--- src/rtl/prog_loader.sv ---
// Boot/program loader: receives a framed byte image from a host, holds the CPU,
// and writes the image into RAM through the shared bus using MAR/RAM strobes.
module prog_loader #(
    parameter int unsigned TIMEOUT = 1023
) (
    input  logic        clk,
    input  logic        rst,
    input  logic        start,
    input  logic        in_valid,
    input  logic [7:0]  in_data,
    output logic        in_ready,
    output logic        bus_en,
    output logic [15:0] bus_out,
    output logic        mar_loadh,
    output logic        mar_loadl,
    output logic        ram_load,
    output logic        cpu_hold,
    output logic        busy,
    output logic        done,
    output logic        err
);

    localparam int unsigned IW = $clog2(TIMEOUT + 1);

    localparam logic [2:0] S_IDLE  = 3'd0;
    localparam logic [2:0] S_HDR   = 3'd1;
    localparam logic [2:0] S_DATA  = 3'd2;
    localparam logic [2:0] S_ADDR  = 3'd3;
    localparam logic [2:0] S_WRITE = 3'd4;
    localparam logic [2:0] S_CHK   = 3'd5;
    localparam logic [2:0] S_FIN   = 3'd6;

    logic [2:0]    state_q, state_d;
    logic [1:0]    hdr_cnt_q, hdr_cnt_d;
    logic [15:0]   addr_q, addr_d;
    logic [15:0]   len_q, len_d;
    logic [7:0]    byte_q, byte_d;
    logic [7:0]    sum_q, sum_d;
    logic [IW-1:0] idle_q, idle_d;
    logic          err_q, err_d;

    logic          xfer;
    logic          waiting;
    logic [7:0]    chk_sum;

    assign waiting  = (state_q == S_HDR) || (state_q == S_DATA) || (state_q == S_CHK);
    assign in_ready = waiting;
    assign xfer     = in_valid && in_ready;
    assign chk_sum  = sum_q + in_data;

    always_comb begin
        state_d   = state_q;
        hdr_cnt_d = hdr_cnt_q;
        addr_d    = addr_q;
        len_d     = len_q;
        byte_d    = byte_q;
        sum_d     = sum_q;
        err_d     = err_q;
        idle_d    = '0;

        case (state_q)
            S_IDLE: begin
                if (start) begin
                    state_d   = S_HDR;
                    err_d     = 1'b0;
                    hdr_cnt_d = '0;
                    addr_d    = '0;
                    len_d     = '0;
                    sum_d     = '0;
                end
            end
            S_HDR: begin
                if (xfer) begin
                    hdr_cnt_d = hdr_cnt_q + 2'd1;
                    case (hdr_cnt_q)
                        2'd0: addr_d[15:8] = in_data;
                        2'd1: addr_d[7:0]  = in_data;
                        2'd2: len_d[15:8]  = in_data;
                        default: begin
                            len_d[7:0] = in_data;
                            state_d    = ({len_q[15:8], in_data} == 16'h0000) ? S_CHK : S_DATA;
                        end
                    endcase
                end
            end
            S_DATA: begin
                if (xfer) begin
                    byte_d  = in_data;
                    sum_d   = chk_sum;
                    state_d = S_ADDR;
                end
            end
            S_ADDR: state_d = S_WRITE;
            S_WRITE: begin
                addr_d  = addr_q + 16'd1;
                len_d   = len_q - 16'd1;
                state_d = (len_q == 16'd1) ? S_CHK : S_DATA;
            end
            S_CHK: begin
                if (xfer) begin
                    if (chk_sum != 8'h00) err_d = 1'b1;
                    state_d = S_FIN;
                end
            end
            S_FIN:   state_d = S_IDLE;
            default: state_d = S_IDLE;
        endcase

        // Idle watchdog only runs while waiting on the host; a stall aborts the session.
        if (waiting && !xfer) begin
            if (idle_q == IW'(TIMEOUT - 1)) begin
                state_d = S_FIN;
                err_d   = 1'b1;
            end else begin
                idle_d = idle_q + 1'b1;
            end
        end
    end

    always_ff @(posedge clk) begin
        if (rst) begin
            state_q   <= S_IDLE;
            hdr_cnt_q <= '0;
            addr_q    <= '0;
            len_q     <= '0;
            byte_q    <= '0;
            sum_q     <= '0;
            idle_q    <= '0;
            err_q     <= 1'b0;
        end else begin
            state_q   <= state_d;
            hdr_cnt_q <= hdr_cnt_d;
            addr_q    <= addr_d;
            len_q     <= len_d;
            byte_q    <= byte_d;
            sum_q     <= sum_d;
            idle_q    <= idle_d;
            err_q     <= err_d;
        end
    end

    // Strobes are masked by rst so a reset landing on WRITE never commits a byte.
    assign mar_loadh = (state_q == S_ADDR) && !rst;
    assign mar_loadl = mar_loadh;
    assign ram_load  = (state_q == S_WRITE) && !rst;
    assign bus_en    = mar_loadh || ram_load;
    assign bus_out   = mar_loadh ? addr_q :
                       ram_load  ? {8'h00, byte_q} : 16'h0000;

    assign busy     = (state_q != S_IDLE);
    assign cpu_hold = busy;
    assign done     = (state_q == S_FIN) && !err_q;
    assign err      = err_q;

endmodule

--- config.mk ---
export PLATFORM = sky130hd
export DESIGN_NAME = prog_loader
export DESIGN_NICKNAME = d
export VERILOG_FILES = /design/src/rtl/prog_loader.sv
export SDC_FILE = /design/constraint.sdc
export NUM_CORES = 1
export LEC_CHECK = 0
export ABC_AREA = 1
export BUFFER_PORTS_ARGS = -buffer_cell sky130_fd_sc_hd__buf_2
export CORE_ASPECT_RATIO = 1.1
export CORE_MARGIN = 2
export CORE_UTILIZATION = 30
export DETAILED_ROUTE_END_ITERATION = 7
export GPL_ROUTABILITY_DRIVEN = 0
export PLACE_DENSITY_LB_ADDON = 0.15
export SLEW_MARGIN = 20
export SYNTH_ARGS = -nofsm -noshare
export SYNTH_HDL_FRONTEND = slang
export SYNTH_SLANG_ARGS = --single-unit
--- constraint.sdc ---
create_clock -name clk -period 2.1 [get_ports clk]
set_input_delay 0.21 -clock clk [delete_from_list [all_inputs] [get_ports clk]]
set_output_delay 0.21 -clock clk [all_outputs]
set_load 0.05 [all_outputs]
==> impl_metrics.tcl, run 1 <==
set metrics [dict create \
    synth_compound_area_share_pct 20.5 \
    synth_area_um2 3990 \
    synth_adder_area_share_pct 5.52 \
    rr_worst_depth 9 \
    cts_tree "done" \
    yosysMostFrequentCell "nand2_1" \
    via_per_inst 4.97 \
    r2r_start "sum_q[0]" \
    grt_max_degree 44 \
    yosys-top-cells-count "nand2_1, inv_1, o21ai_0" \
    seq_area_frac_synth_pct 32.1 \
    rows 44 \
    r2r_slack_ns 0.19 \
    htree_num_levels 3 \
    crit_fanout 10 \
    synth_ff_type "dfxtp_1" \
    arrival_ns 1.79 \
    fin_crit_ns 2.00 \
    drt_pass1_iterations 7 \
    portBuffers 36 \
    cp-start-kind "register" \
    clock_path_buffers 2 \
    n_antenna_cell 0 \
    start_util_pct 30.4 \
    fmax_mhz 499 \
    ys_types 41 \
    fin_skew_ns 0.00694 \
    grt_use_total_pct 16.6 \
    final_util_pct 37.2 \
    area_delta_synth_final_pct 22.3 \
    synthSimpleGateAreaFrac_pct 29.3 \
    slew_viol_final 0 \
    synthMuxAreaShare_pct 0 \
    setup_ws_ns 0.0967 \
    synth_xor_area_share_pct 2.20 \
    die_height_um 125 \
    grt_antenna_before_repair 0 \
    grt_pass1_vias 3777 \
    final-setup-viol-count 0 \
    clk_pin_slew_ns 0.06 \
    place_hpwl_mm 8.61 \
    status "finished clean" \
    grt_pass1_wl_mm 18.9 \
    netlist_instances 595 \
    maxCapViolations 0 \
    synth_top_family_by_area "simple AND/OR/NAND/NOR gates" \
    cts_root_buf "clkbuf_16" \
    insertion_delay_ns 0.33 \
    nets 665 \
    ant_nets 0 \
    slew_headroom_pct 65.7 \
    peakVddDrop_uv 314 \
    io_pins 37 \
    cts_buffers 9 \
    yosysTopAreaCell "dfxtp_1" \
    synthArstFlopShare_pct 0 \
    synth_area_leaders "dfxtp_1, o21ai_0, nand2_1" \
    worstMarginPinSlew_ns 0.510 \
    synth_edf_count 0 \
    hold_viol 0 \
    holdBufCountCts 0 \
    cp-startpoint "state_q[0]" \
    endpoint "bus_en" \
    leakage_uw 0.00203 \
    synthesis.nets 624 \
    numClockSinks 64 \
    hp-class "input port to register" \
    worstPathRequired_ns 1.89 \
    yosys_warnings 0 \
    powerDensity_nw_per_um2 775 \
    crit_type "register to output port" \
    crit_path_end_kind "output port" \
    reg2reg_to "err" \
    drive_gt1_share_pct 17.3 \
    wl_per_cell_um 14.4 \
    place_ws_ns 0.139 \
    die_w_um 114 \
    synth_top_area_share_pct 32.1 \
    drt_first_iter_violations 178 \
    routed_wl_mm 11.5 \
    ys_seq_elements 64 \
    core-area_um2 13100 \
    fin_crit_sh_pct 95.4 \
    drc_errors 0 \
    avgSynthCellArea_um2 6.70 \
    dieArea_um2 14200 \
    dr_total_vias 3977 \
    grt_overflow 0 \
]
-- final cells by class --
type	instances	area [µm²]
sequential	64	1290
timing repair buffer	49	344
clock buffer	12	256
fill	1428	8230
inverter	81	308
multi-input combinational	431	2410
clock inverter	3	65.1
tap	161	201
-- metrics by stage --
stage / instance area [µm²] / TNS, ns / power (µW) / std cells / hold slack, ns
after floorplan: 4090 / -0.0294 / 1980 / 595 / 0.358
after global placement: 4450 / 0 / 2160 / 784 / 0.435
after detailed placement: 4450 / 0 / 2170 / 784 / 0.437
after CTS: 4790 / 0 / 3820 / 799 / 0.227
after global routing: 4880 / -0.00149 / 3990 / 801 / 0.235
final: 4880 / 0 / 3780 / 801 / 0.226
-- flip-flops by register name, indices dropped and copies added, names as in the netlist --
signal / flops
addr_q: 16
len_q: 16
idle_q: 10
byte_q: 8
sum_q: 8
state_q: 3
hdr_cnt_q: 2
err: 1
-- cells by family (layout without fill, tap and decap cells) --
family / count (synthesis) / in the layout
fa+ha+maj: 17 / 17
flops: 64 / 64
compound gates: 150 / 150
simple gates: 254 / 254
buf+inv: 100 / 145
xor+xnor: 10 / 10
-- power by group --
part	switching, µW	total [µW]	internal [µW]	leakage (µW)
logic	502	751	249	0.00135
registers	88.8	1400	1310	0.000524
clock network	539	1630	1100	0.000159
total	1130	3780	2650	0.00203
-- per-layer routing --
layer	GRT usage (%)	share of wire [%]	routed length, µm	vias to the layer above
li1	-	-	-	2060
met1	21.4	46	5340	1833
met2	28.3	48	5570	74
met3	3.26	4.2	488	10
met4	4.16	0.99	114	0
met5	0	0	0	-
-- repair_timing --
| item | 4_1_cts | 5_1_grt |
|---|---|---|
| setup endpoints to repair | 11 | 17 |
| gates resized for setup | 9 | 22 |
| buffers inserted | 0 | 2 |
| pin swaps | 0 | 1 |
-- worst min path at each step --
stage	startpoint	slack, ns	cells after the start	endpoint
finish	in_data[4]	0.23	3	byte_q[4]
global route	in_data[3]	0.23	3	byte_q[3]
global placement	idle_q[0]	0.44	1	idle_q[0]
CTS	in_data[3]	0.23	3	byte_q[3]
floorplan	in_data[0]	0.36	2	byte_q[0]
detailed placement	idle_q[0]	0.44	1	idle_q[0]
-- worst max-delay path: stages, from the launching register on --
cell and delay, ns:
dfxtp_4 0.36, nor2_1 0.20, nand2_1 0.15, buf_4 0.22, a21oi_1 0.23, buf_2 0.31
-- placed cells by master (no fill, tap or decap), types with 3 or more instances in the layout --
cell,n
a21oi_1,43
a31oi_1,22
buf_2,21
buf_4,19
clkbuf_16,9
clkbuf_4,6
dfxtp_1,62
ha_1,16
inv_1,74
inv_2,5
nand2_1,94
nand2_2,3
nand3_1,49
nand4_1,7
nor2_1,59
nor2_2,4
nor2_4,13
nor3_1,8
nor3b_1,3
o21ai_0,66
o21ai_1,4
o21ai_2,5
or2_2,4
xnor2_1,5
xor2_1,5
(Power assumes the default switching activity.)
==> run 2: changes to the inputs <==
--- a/config.mk
+++ b/config.mk
@@ -7,6 +7,8 @@
 export LEC_CHECK = 0
 export ABC_AREA = 1
 export BUFFER_PORTS_ARGS = -buffer_cell sky130_fd_sc_hd__buf_2
+export CELL_PAD_IN_SITES_DETAIL_PLACEMENT = 1
+export CELL_PAD_IN_SITES_GLOBAL_PLACEMENT = 1
 export CORE_ASPECT_RATIO = 1.1
 export CORE_MARGIN = 2
 export CORE_UTILIZATION = 30
==> run 2 against run 1 <==
Net effect: global-route usage rose by 2.0 points; total power rose by 1.4%; clock power barely moved; non-clock buffer count did not move; highest routed layer unchanged; via count rose by 3.5%; sequential power barely moved; cell count rose by 0.12%; clock-buffer cell count fell by 3.
==> impl_metrics.tcl, run 2 (synthesis gave the netlist of run 1 again) <==
set metrics [dict create \
    fin_area_um2 4830 \
    portBuffers 36 \
    cts_tree "done" \
    use_met1_pct 23.2 \
    place_ws_ns 0.162 \
    regArea_um2 1280 \
    reg.largest.list "addr_q: 16 flops, len_q: 16 flops, idle_q: 10 flops" \
    die_height_um 125 \
    area_delta_synth_final_pct 21.2 \
    status "finished clean" \
    fin_crit_sh_pct 93.7 \
    dieArea_um2 14200 \
    setup_ws_ns 0.132 \
    leakage_uw 0.00202 \
    n_antenna_cell 0 \
    cts_root_buf "clkbuf_16" \
    numClockSinks 64 \
    final-setup-viol-count 0 \
    fillers 1697 \
    crit_fanout 15 \
    drive_gt1_share_pct 16.8 \
    routed_wl_mm 12.8 \
    layout_common_cells "nand2_1, inv_1, o21ai_0, dfxtp_1, nor2_1" \
    postCtsSetupBuffers 0 \
    nets 665 \
    fin_crit_ns 1.97 \
    insertion_delay_ns 0.34 \
    hold_viol 0 \
    dpl-instance-area_um2 4470 \
    drt_first_iter_violations 110 \
    grt_pass1_wl_mm 21.2 \
    powerDensity_nw_per_um2 793 \
    cts_buffers 9 \
    slew_viol_final 0 \
    drc_errors 0 \
    slew_headroom_pct 66.9 \
    crit_path_end_kind "output port" \
    dr_total_vias 4115 \
    start_util_pct 30.4 \
    peakVddDrop_uv 355 \
    layout_commonest_cell "nand2_1" \
    cp-start-kind "register" \
    busiest_layer "met2" \
    core-area_um2 13100 \
    rows 44 \
    clock_path_buffers 2 \
    drt_pass1_iterations 4 \
    grt_pass1_vias 4269 \
    io_pins 37 \
    fin_skew_ns 0.00667 \
    grt_antenna_before_repair 0 \
    clk_pin_slew_ns 0.06 \
    crit_type "register to output port" \
    grt_use_total_pct 18.6 \
    grtUsageMet3_pct 3.50 \
    fmax_mhz 508 \
    worstMarginPinSlew_ns 0.495 \
    place_hpwl_mm 9.62 \
    met2_usage_pct 31.9 \
    grt_overflow 0 \
    ant_nets 0 \
    die_w_um 114 \
    via_per_inst 5.13 \
    grt_max_degree 44 \
    worstPathRequired_ns 1.89 \
    multi_input_comb_area_um2 2400 \
    wl_per_cell_um 15.9 \
    maxCapViolations 0 \
    htree_num_levels 3 \
    hp-class "input port to register" \
    arrival_ns 1.76 \
]
==> run 2: changes by cell type in the layout (fill, tap and decap cells not counted), moves of 2 or more <==
| cell | delta |
|---|---|
| buf_2 | +8 |
| buf_4 | -5 |
| clkbuf_4 | -4 |
| buf_6 | +2 |
| clkbuf_8 | -2 |
| clkinvlp_4 | +2 |
| inv_1 | +2 |
| o21ai_1 | +2 |
| o21ai_2 | -2 |
==> run 2: critical path, stage by stage (launching register included) <==
cell,delay (ns)
dfxtp_2,0.41
nand2_1,0.07
nor2_1,0.12
inv_1,0.11
nor2_4,0.10
inv_1,0.07
buf_12,0.16
o21ai_1,0.13
clkbuf_4,0.24
==> run 2: final timing paths <==
check	endpoint	cells after the start	start	slack [ns]
worst min register to register	idle_q[0]	1	idle_q[0]	0.45
worst min-delay path	byte_q[3]	3	in_data[3]	0.23
worst max-delay path	bus_out[2]	8	state_q[0]	0.13
worst max register to register	err	9	sum_q[0]	0.21
==> run 2: area by class of cell <==
| type | instances | share of cell area, % |
|---|---|---|
| Multi-Input combinational cell | 431 | 49.7 |
| Sequential cell | 64 | 26.6 |
| Timing Repair Buffer | 49 | 6.60 |
| Inverter | 81 | 6.29 |
| Clock buffer | 9 | 4.66 |
| Tap cell | 161 | 4.17 |
| Clock inverter | 7 | 1.99 |
==> run 2: metrics by stage <==
step                std cells  total power (µW)  util, %  hold slack (ns)  TNS (ns)
floorplan                 595              1980        -            0.358   -0.0294
global placement          786              2190     34.1            0.429         0
detailed placement        786              2210     34.1            0.456         0
CTS                       802              3870     36.7            0.213         0
global route              802              4060     36.9            0.238   -0.0145
finish                    802              3830     36.9            0.226         0
==> run 2: repair_timing <==
item / 4_1_cts / 5_1_grt
endpoints found under the setup margin: 4 / 17
cloned: 0 / 0
resized for setup: 4 / 12
hold buffers: 0 / 0
==> run 2: per-layer routing <==
| layer | routed length (µm) | up-vias |
|---|---|---|
| met1 | 5910 | 1986 |
| met5 | 0 | - |
| met4 | 243 | 0 |
| met3 | 375 | 18 |
| met2 | 6220 | 52 |
| li1 | - | 2059 |
==> run 2: power by group <==
group,internal [µW],leakage (µW),switching [µW]
registers,1310,0.000524,92.5
logic,261,0.00135,526
clock network,1040,0.000148,608
total,2610,0.00202,1230
==> run 3: changes to the inputs <==
--- a/config.mk
+++ b/config.mk
@@ -11,7 +11,7 @@
 export CELL_PAD_IN_SITES_GLOBAL_PLACEMENT = 1
 export CORE_ASPECT_RATIO = 1.1
 export CORE_MARGIN = 2
-export CORE_UTILIZATION = 30
+export CORE_UTILIZATION = 43
 export DETAILED_ROUTE_END_ITERATION = 7
 export GPL_ROUTABILITY_DRIVEN = 0
 export PLACE_DENSITY_LB_ADDON = 0.15
==> constraint.sdc (replaced) <==
create_clock -name clk -period 1.9 [get_ports clk]
set_input_delay 0.19 -clock clk [delete_from_list [all_inputs] [get_ports clk]]
set_output_delay 0.19 -clock clk [all_outputs]
set_load 0.05 [all_outputs]
==> run 3 against run 2 <==
Net effect: flip-flop and latch count stayed put; critical endpoint is now bus_out[0]; setup slack worse by 0.089 ns; register-to-register slack worse by 0.12 ns; total power is 0.10% lower; first-iteration DRC count is 21% higher; clock skew is 0.0050 ns higher; worst hold slack worse by 0.095 ns; global-route usage is 7.6 points higher.
==> impl_metrics.tcl, run 3 (synthesis gave the netlist of run 1 again) <==
set metrics [dict create \
    status "finished clean" \
    drt_pass1_iterations 4 \
    die_height_um 105 \
    grt_antenna_before_repair 0 \
    reg.largest.list "addr_q: 16 flops, len_q: 16 flops, idle_q: 10 flops" \
    grtUsageMet3_pct 3.82 \
    hp-class "input port to register" \
    via_per_inst 5.48 \
    die_w_um 95.8 \
    htree_num_levels 3 \
    arrival_ns 1.67 \
    hold_viol 0 \
    final-setup-viol-count 0 \
    fmax_mhz 539 \
    crit_type "register to output port" \
    met2_usage_pct 45.6 \
    grt_pass1_wl_mm 20.7 \
    use_met1_pct 32.3 \
    tns_ns 0 \
    slew_headroom_pct 71.4 \
    worstMarginPinSlew_ns 0.428 \
    grt_max_degree 29 \
    fin_cells 765 \
    dieArea_um2 10100 \
    area_delta_synth_final_pct 22.0 \
    cts_root_buf "clkbuf_8" \
    insertion_delay_ns 0.37 \
    grt_overflow 0 \
    layout_common_cells "nand2_1, inv_1, o21ai_0, dfxtp_1, nor2_1" \
    io_pins 37 \
    fin_crit_ns 1.86 \
    cts_buffers 9 \
    rows 36 \
    drive_gt1_share_pct 20.6 \
    slew_viol_final 0 \
    peakVddDrop_uv 364 \
    grt_pass1_vias 4290 \
    crit_path_end_kind "output port" \
    busiest_layer "met2" \
    drt_first_iter_violations 133 \
    grt_use_total_pct 26.2 \
    cts_tree "done" \
    worstPathRequired_ns 1.71 \
    clk_pin_slew_ns 0.08 \
    crit_fanout 15 \
    core-area_um2 8920 \
    wl_per_cell_um 16.6 \
    cp-start-kind "register" \
    dr_total_vias 4196 \
    powerDensity_nw_per_um2 787 \
    n_antenna_cell 0 \
    fin_crit_sh_pct 97.7 \
    numClockSinks 64 \
    placed_cells 744 \
    fin_skew_ns 0.0117 \
    portBuffers 36 \
    rsz0062_at_grt "true" \
    maxCapViolations 0 \
    place_hpwl_mm 9.42 \
    clock_path_buffers 2 \
    layout_commonest_cell "nand2_1" \
    nets 675 \
    routed_wl_mm 12.7 \
    start_util_pct 44.7 \
    ant_nets 0 \
    drc_errors 0 \
    leakage_uw 0.00205 \
]
## run 3: final cells by class
class / instances / area, µm²
sequential: 64 / 1290
tap: 114 / 143
inverter: 81 / 312
clock inverter: 6 / 82.6
multi-input combinational: 432 / 2470
timing repair buffer: 58 / 428
clock buffer: 10 / 138
fill: 1197 / 4060
## run 3: layer usage
layer	wire length, µm	part of all wire [%]	vias up
met5	0	0	-
met4	275	2.2	0
met3	322	2.5	25
met2	6520	51	63
met1	5550	44	2032
li1	-	-	2076
## run 3: path summary, 6_finish.rpt
check,endpoint,slack (ns),depth (start not counted),startpoint
min reg2reg,idle_q[0],0.46,1,idle_q[0]
min,len_q[4],0.13,2,rst
max,bus_out[0],0.04,7,state_q[0]
max reg2reg,err,0.09,9,sum_q[0]
## run 3: metrics by stage
step / util (%) / hold slack, ns / instance area (µm²) / power [µW] / setup WS, ns
2_1_floorplan: - / 0.338 / 4120 / 2190 / -0.0448
3_3_place_gp: 50.0 / 0.437 / 4460 / 2400 / 0.0813
3_5_place_dp: 50.0 / 0.451 / 4460 / 2450 / 0.0228
4_1_cts: 53.6 / 0.134 / 4780 / 3800 / 0.0107
5_1_grt: 54.5 / 0.158 / 4860 / 4020 / -0.0199
6_report: 54.5 / 0.131 / 4860 / 3830 / 0.0431
## run 3: what timing repair did
item,4_1_cts,5_1_grt
resized for setup,32,15
endpoints found under the hold margin,0,0
buffers inserted,1,3
cloned,1,0
pin swaps,3,6
hold buffers,0,0
setup endpoints to repair,18,20
## run 3: critical path, cell delays in order (launching register included)
cell,delay [ns]
dfxtp_4,0.39
nand2_1,0.09
nor2_2,0.13
inv_2,0.07
nor2_4,0.17
inv_8,0.11
o21ai_2,0.16
buf_6,0.18
## run 3: power by group
group / switching, µW / internal [µW]
clock: 587 / 767
combinational: 609 / 321
sequential: 105 / 1440
